**config.mk**
```make
export PLATFORM = sky130hd
export DESIGN_NAME = rom_arbiter
export DESIGN_NICKNAME = d
export VERILOG_FILES = /design/src/rtl/rom_arbiter.sv
export SDC_FILE = /design/constraint.sdc
export NUM_CORES = 1
export LEC_CHECK = 0
export ABC_AREA = 1
export BUFFER_PORTS_ARGS = -buffer_cell sky130_fd_sc_hd__buf_2
export CORE_MARGIN = 8
export CORE_UTILIZATION = 47
export DETAILED_ROUTE_END_ITERATION = 16
export HOLD_SLACK_MARGIN = 0.02
export PLACE_DENSITY_LB_ADDON = 0.1
export REMOVE_ABC_BUFFERS = 1
export SLEW_MARGIN = 10
export SYNTH_ARGS = -nofsm -noshare
export SYNTH_HDL_FRONTEND = slang
export SYNTH_SLANG_ARGS = --single-unit
```
**constraint.sdc**
```tcl
create_clock -name clk -period 2.9 [get_ports clk]
set_input_delay 0.145 -clock clk [delete_from_list [all_inputs] [get_ports clk]]
set_output_delay 0.145 -clock clk [all_outputs]
set_load 0.02 [all_outputs]
```
**src/rtl/rom_arbiter.sv**
```systemverilog
// Arbitrates the single combinational ROM read port between instruction fetch (IF)
// and data load (D). Both ports have a valid/ready request and a registered response.
module rom_arbiter #(
    parameter int WIDTH      = 32,
    parameter int DEPTH      = 64,
    parameter int STARVE_MAX = 3
) (
    input  logic             clk,
    input  logic             rst,

    input  logic             if_req_valid,
    output logic             if_req_ready,
    input  logic [WIDTH-1:0] if_req_addr,
    output logic             if_rsp_valid,
    input  logic             if_rsp_ready,
    output logic [WIDTH-1:0] if_rsp_data,
    output logic             if_rsp_err,
    input  logic             if_flush,

    input  logic             d_req_valid,
    output logic             d_req_ready,
    input  logic [WIDTH-1:0] d_req_addr,
    output logic             d_rsp_valid,
    input  logic             d_rsp_ready,
    output logic [WIDTH-1:0] d_rsp_data,
    output logic             d_rsp_err,

    output logic [WIDTH-1:0] rom_addr,
    input  logic [WIDTH-1:0] rom_data
);

    localparam logic [WIDTH-1:0] DEPTH_W    = WIDTH'(DEPTH);
    localparam logic [3:0]       STARVE_LIM = 4'(STARVE_MAX);

    logic [WIDTH-1:0] if_idx;
    logic [WIDTH-1:0] d_idx;
    logic             if_oor;
    logic             d_oor;
    logic             if_elig;
    logic             d_elig;
    logic             grant_if;
    logic             grant_d;
    logic             sel_err;
    logic [WIDTH-1:0] rsp_word;
    logic [3:0]       starve_cnt;

    assign if_idx = if_req_addr >> 2;
    assign d_idx  = d_req_addr >> 2;
    assign if_oor = (if_idx >= DEPTH_W);
    assign d_oor  = (d_idx >= DEPTH_W);

    // A port whose response is stalled cannot take a new grant; flush also blocks IF.
    always_comb begin
        if_elig  = 1'b0;
        d_elig   = 1'b0;
        grant_if = 1'b0;
        grant_d  = 1'b0;
        if (!rst) begin
            if_elig  = if_req_valid && (!if_rsp_valid || if_rsp_ready) && !if_flush;
            d_elig   = d_req_valid && (!d_rsp_valid || d_rsp_ready);
            grant_if = if_elig && (!d_elig || (starve_cnt == STARVE_LIM));
            grant_d  = d_elig && !grant_if;
        end
    end

    assign if_req_ready = grant_if;
    assign d_req_ready  = grant_d;

    // With no grant the ROM still sees the fetch index.
    assign rom_addr = grant_d ? d_idx : if_idx;
    assign sel_err  = grant_d ? d_oor : if_oor;
    assign rsp_word = sel_err ? '0 : rom_data;

    always_ff @(posedge clk) begin
        if (rst) begin
            if_rsp_valid <= 1'b0;
            if_rsp_data  <= '0;
            if_rsp_err   <= 1'b0;
            d_rsp_valid  <= 1'b0;
            d_rsp_data   <= '0;
            d_rsp_err    <= 1'b0;
            starve_cnt   <= 4'd0;
        end else begin
            if (grant_if) begin
                if_rsp_valid <= 1'b1;
                if_rsp_data  <= rsp_word;
                if_rsp_err   <= sel_err;
            end else if (if_flush || if_rsp_ready) begin
                if_rsp_valid <= 1'b0;
            end

            if (grant_d) begin
                d_rsp_valid <= 1'b1;
                d_rsp_data  <= rsp_word;
                d_rsp_err   <= sel_err;
            end else if (d_rsp_ready) begin
                d_rsp_valid <= 1'b0;
            end

            // Counts consecutive cycles in which IF was eligible but lost to D.
            if (if_elig && grant_d) begin
                if (starve_cnt != STARVE_LIM) begin
                    starve_cnt <= starve_cnt + 4'd1;
                end
            end else begin
                starve_cnt <= 4'd0;
            end
        end
    end

endmodule

```
==> results.rst <==
.. list-table::
   :header-rows: 1

   * - Metric
     - Value
   * - Final setup TNS
     - 0 ns
   * - Vias per cell
     - 4.98
   * - Wire length of the first global-routing pass
     - 17500 µm
   * - Cell taking the most area after synthesis
     - sky130_fd_sc_hd__dfxtp_1
   * - Cell types with the largest area share after synthesis
     - sky130_fd_sc_hd__dfxtp_1 (41%), sky130_fd_sc_hd__nand2_1 (12%), sky130_fd_sc_hd__nand3_1 (8.2%)
   * - Standby leakage power
     - 2.24 nW
   * - Relative slew slack
     - 55.4%
   * - Number of max-slew violations in the final report
     - 0
   * - Max Buffers Root-to-Sink
     - 2
   * - Layout cells sized above 1
     - 43.0%
   * - Setup repair bufs after CTS
     - 0
   * - Clock transition at the register clock pins on the worst setup and hold paths after CTS
     - 0.08 ns
   * - CTS Root Buffer Type
     - sky130_fd_sc_hd__clkbuf_8
   * - Total standard cell area after synthesis
     - 3490 µm²
   * - Arrival time at the worst endpoint
     - 2.09 ns
   * - Clock latency on the worst-skew pair
     - 0.34 ns
   * - Initial antenna violation count
     - 0
   * - Cell count after synthesis
     - 445
   * - Die Wd
     - 102 µm
   * - Post-detailed-route count of antenna-violating nets
     - 0
   * - Vias
     - 3627
   * - Period Utilization, post-route
     - 77.0%
   * - Clock tree from TritonCTS
     - yes
   * - Largest net degree at the start of global routing
     - 67
   * - Final HPWL DP
     - 8290 µm
   * - I/O Pins
     - 205
   * - Flip-flop and latch count after synthesis
     - 72
   * - Worst hold path type
     - in2reg
   * - Final Critical Period
     - 2.23 ns
   * - Worst Setup End Kind
     - primary output
   * - WP data required
     - 2.76 ns
   * - Detail-routed net length per standard cell
     - 15.4 µm
   * - Area added between synthesis and finish
     - 33.4%
   * - Sum of overflow across all layers after global routing
     - 0
   * - Core area
     - 7210 µm²
   * - Detailed Routing Iterations Pass 1
     - 4
   * - Initial core utilization
     - 48.4%
   * - Worst clock skew on the final layout
     - 0.00884 ns
   * - CTS H-tree depth
     - 3
   * - Tightest hold margin
     - 0.0508 ns
   * - Count of input and output buffers
     - 198
   * - RSZ-0062 raised after global routing
     - no
   * - Synth warn
     - 0
   * - Number of clock buffers inserted by TritonCTS
     - 9
   * - Number of different library cells in the post-synthesis netlist
     - 31
   * - Post-route total power
     - 2.43 mW
   * - Vertical die dimension
     - 102 µm
   * - Startpoint types
     - register
   * - Mapped Avg Cell Area
     - 7.84 µm²
   * - Via count of the first global-routing pass
     - 3669
   * - Area of the die
     - 10400 µm²
   * - Maximum resistive drop on vdd
     - 0.327 mV
   * - Max-capacitance violation count
     - 0
   * - Post-synthesis sequential area ratio
     - 41.3%
   * - DRC marker count from the first detailed-route iteration
     - 105
   * - GRT Overall Usage
     - 20.9%
   * - Clock sinks
     - 72
   * - Post-route cell area
     - 4660 µm²
   * - Critical path class
     - reg2out
   * - Total count of hold-check failures in the final report
     - 0
   * - Top-area cell type share of the netlist area
     - 41.3%
   * - Number of gates resized after CTS
     - 0
   * - DRC violations left
     - 0
   * - Number of buffers inserted by hold repair at cts
     - 0
   * - Routability-driven placement congestion ratio
     - 0.886
   * - Total Wirelength
     - 11200 µm
   * - Crit path max fanout
     - 21
   * - Antenna fix cells
     - 0
   * - Total number of placement rows
     - 31
   * - Result of the run
     - complete, no violations
   * - Pwr dens
     - 522 nW/µm²
   * - # fillers
     - 674
   * - Final setup slack of the worst path
     - 0.668 ns
   * - Post-detailed-placement cell area
     - 4410 µm²
   * - Max Freq
     - 448 MHz
   * - Transition time at the pin with the least slew margin
     - 0.669 ns
   * - Pre-CTS setup slack
     - 0.729 ns
   * - Setup-violating endpoint count in the final report
     - 0
   * - Number of nets in the final layout
     - 729
   * - Worst-case register-to-register setup slack
     - 0.69 ns
==> worst max-delay path, cell delays in order, from the launching register on <==
cell and delay (ns):
sky130_fd_sc_hd__dfxtp_1 0.38, sky130_fd_sc_hd__ha_1 0.25, sky130_fd_sc_hd__nand2_2 0.13, sky130_fd_sc_hd__nand2_4 0.13, sky130_fd_sc_hd__nand2_8 0.13, sky130_fd_sc_hd__nor2_4 0.45, sky130_fd_sc_hd__buf_2 0.27
==> cell families after synthesis <==
group                    count (synthesis)  share of synthesized area (%)
AO/OA/AOI/OAI                           87                           14.4
XOR/XNOR                                 3                          0.753
adder cells (fa/ha/maj)                  1                          0.358
buffers and inverters                   43                           7.89
flip-flops                              72                           41.3
other                                    1                          0.107
AND/OR/NAND/NOR                        238                           35.2
==> worst paths after layout <==
check,to,start,cells past startpoint
worst min-delay path,d_rsp_err$_SDFFE_PP0P_,rst,2
worst min register to register,if_rsp_data[4]$_SDFFE_PP0P_,if_rsp_data[4]$_SDFFE_PP0P_,2
worst max-delay path,if_req_ready,starve_cnt[0]$_SDFFE_PP0P_,6
worst max register to register,if_rsp_data[11]$_SDFFE_PP0P_,starve_cnt[0]$_SDFFE_PP0P_,7
==> state kept, by name, summed over array words and instances, names as in the netlist <==
register	count
d_rsp_err	1
if_rsp_data	32
if_rsp_err	1
d_rsp_data	32
d_rsp_valid	1
starve_cnt	4
if_rsp_valid	1
==> layer usage <==
layer  GRT usage, %  routed length [µm]  vias up
met1           22.3                4380     1638
met3           7.49                1180       10
met4           8.47                 122        0
li1               -                   -     1838
met5              0                   0        -
met2           36.6                5540      141
==> area by class of cell <==
class	instances	area, µm²	area share [%]
Multi-Input combinational cell	331	1780	38.2
Sequential cell	72	1440	31.0
Timing Repair Buffer	202	1030	22.2
Clock buffer	11	141	3.04
Tap cell	99	124	2.66
Clock inverter	5	104	2.23
Inverter	9	33.8	0.726
==> cells in the final DEF, fill, tap and decap left out, types with 2 or more instances in the layout <==
cell type and count:
sky130_fd_sc_hd__nor2_4 2, sky130_fd_sc_hd__clkbuf_8 10, sky130_fd_sc_hd__nand2_2 2, sky130_fd_sc_hd__buf_2 198, sky130_fd_sc_hd__nand2_1 109, sky130_fd_sc_hd__dfxtp_1 72, sky130_fd_sc_hd__nor2_1 33, sky130_fd_sc_hd__a21oi_1 10
sky130_fd_sc_hd__o21ai_0 7, sky130_fd_sc_hd__inv_2 3, sky130_fd_sc_hd__a21oi_4 2, sky130_fd_sc_hd__nand3_2 28, sky130_fd_sc_hd__inv_1 5, sky130_fd_sc_hd__xor2_1 2, sky130_fd_sc_hd__o21ai_1 56, sky130_fd_sc_hd__nand3_1 57
sky130_fd_sc_hd__a21oi_2 10, sky130_fd_sc_hd__nand2_4 2, sky130_fd_sc_hd__bufinv_16 3, sky130_fd_sc_hd__conb_1 2, sky130_fd_sc_hd__buf_4 3, sky130_fd_sc_hd__nand2_8 3
==> through the flow <==
step | utilization [%] | std cells
after floorplan | - | 412
after global placement | 61.1 | 713
after detailed placement | 61.1 | 713
after CTS | 64.5 | 729
after global routing | 64.5 | 729
final | 64.5 | 729
==> power breakdown <==
group	switching, mW	internal (mW)
clock network	0.373	0.596
logic	0.287	0.149
registers	0.0137	1.01
==> cells in the mapped netlist (all sizes together) <==
master,n
a21oi,22
buf,24
clkbuf,10
clkinv,1
conb,1
dfxtp,72
ha,1
inv,8
nand2,116
nand3,85
nor2,36
nor3b,1
o21a,1
o21ai,64
xnor2,1
xor2,2
No activity file was read; power rests on OpenSTA's default activity.
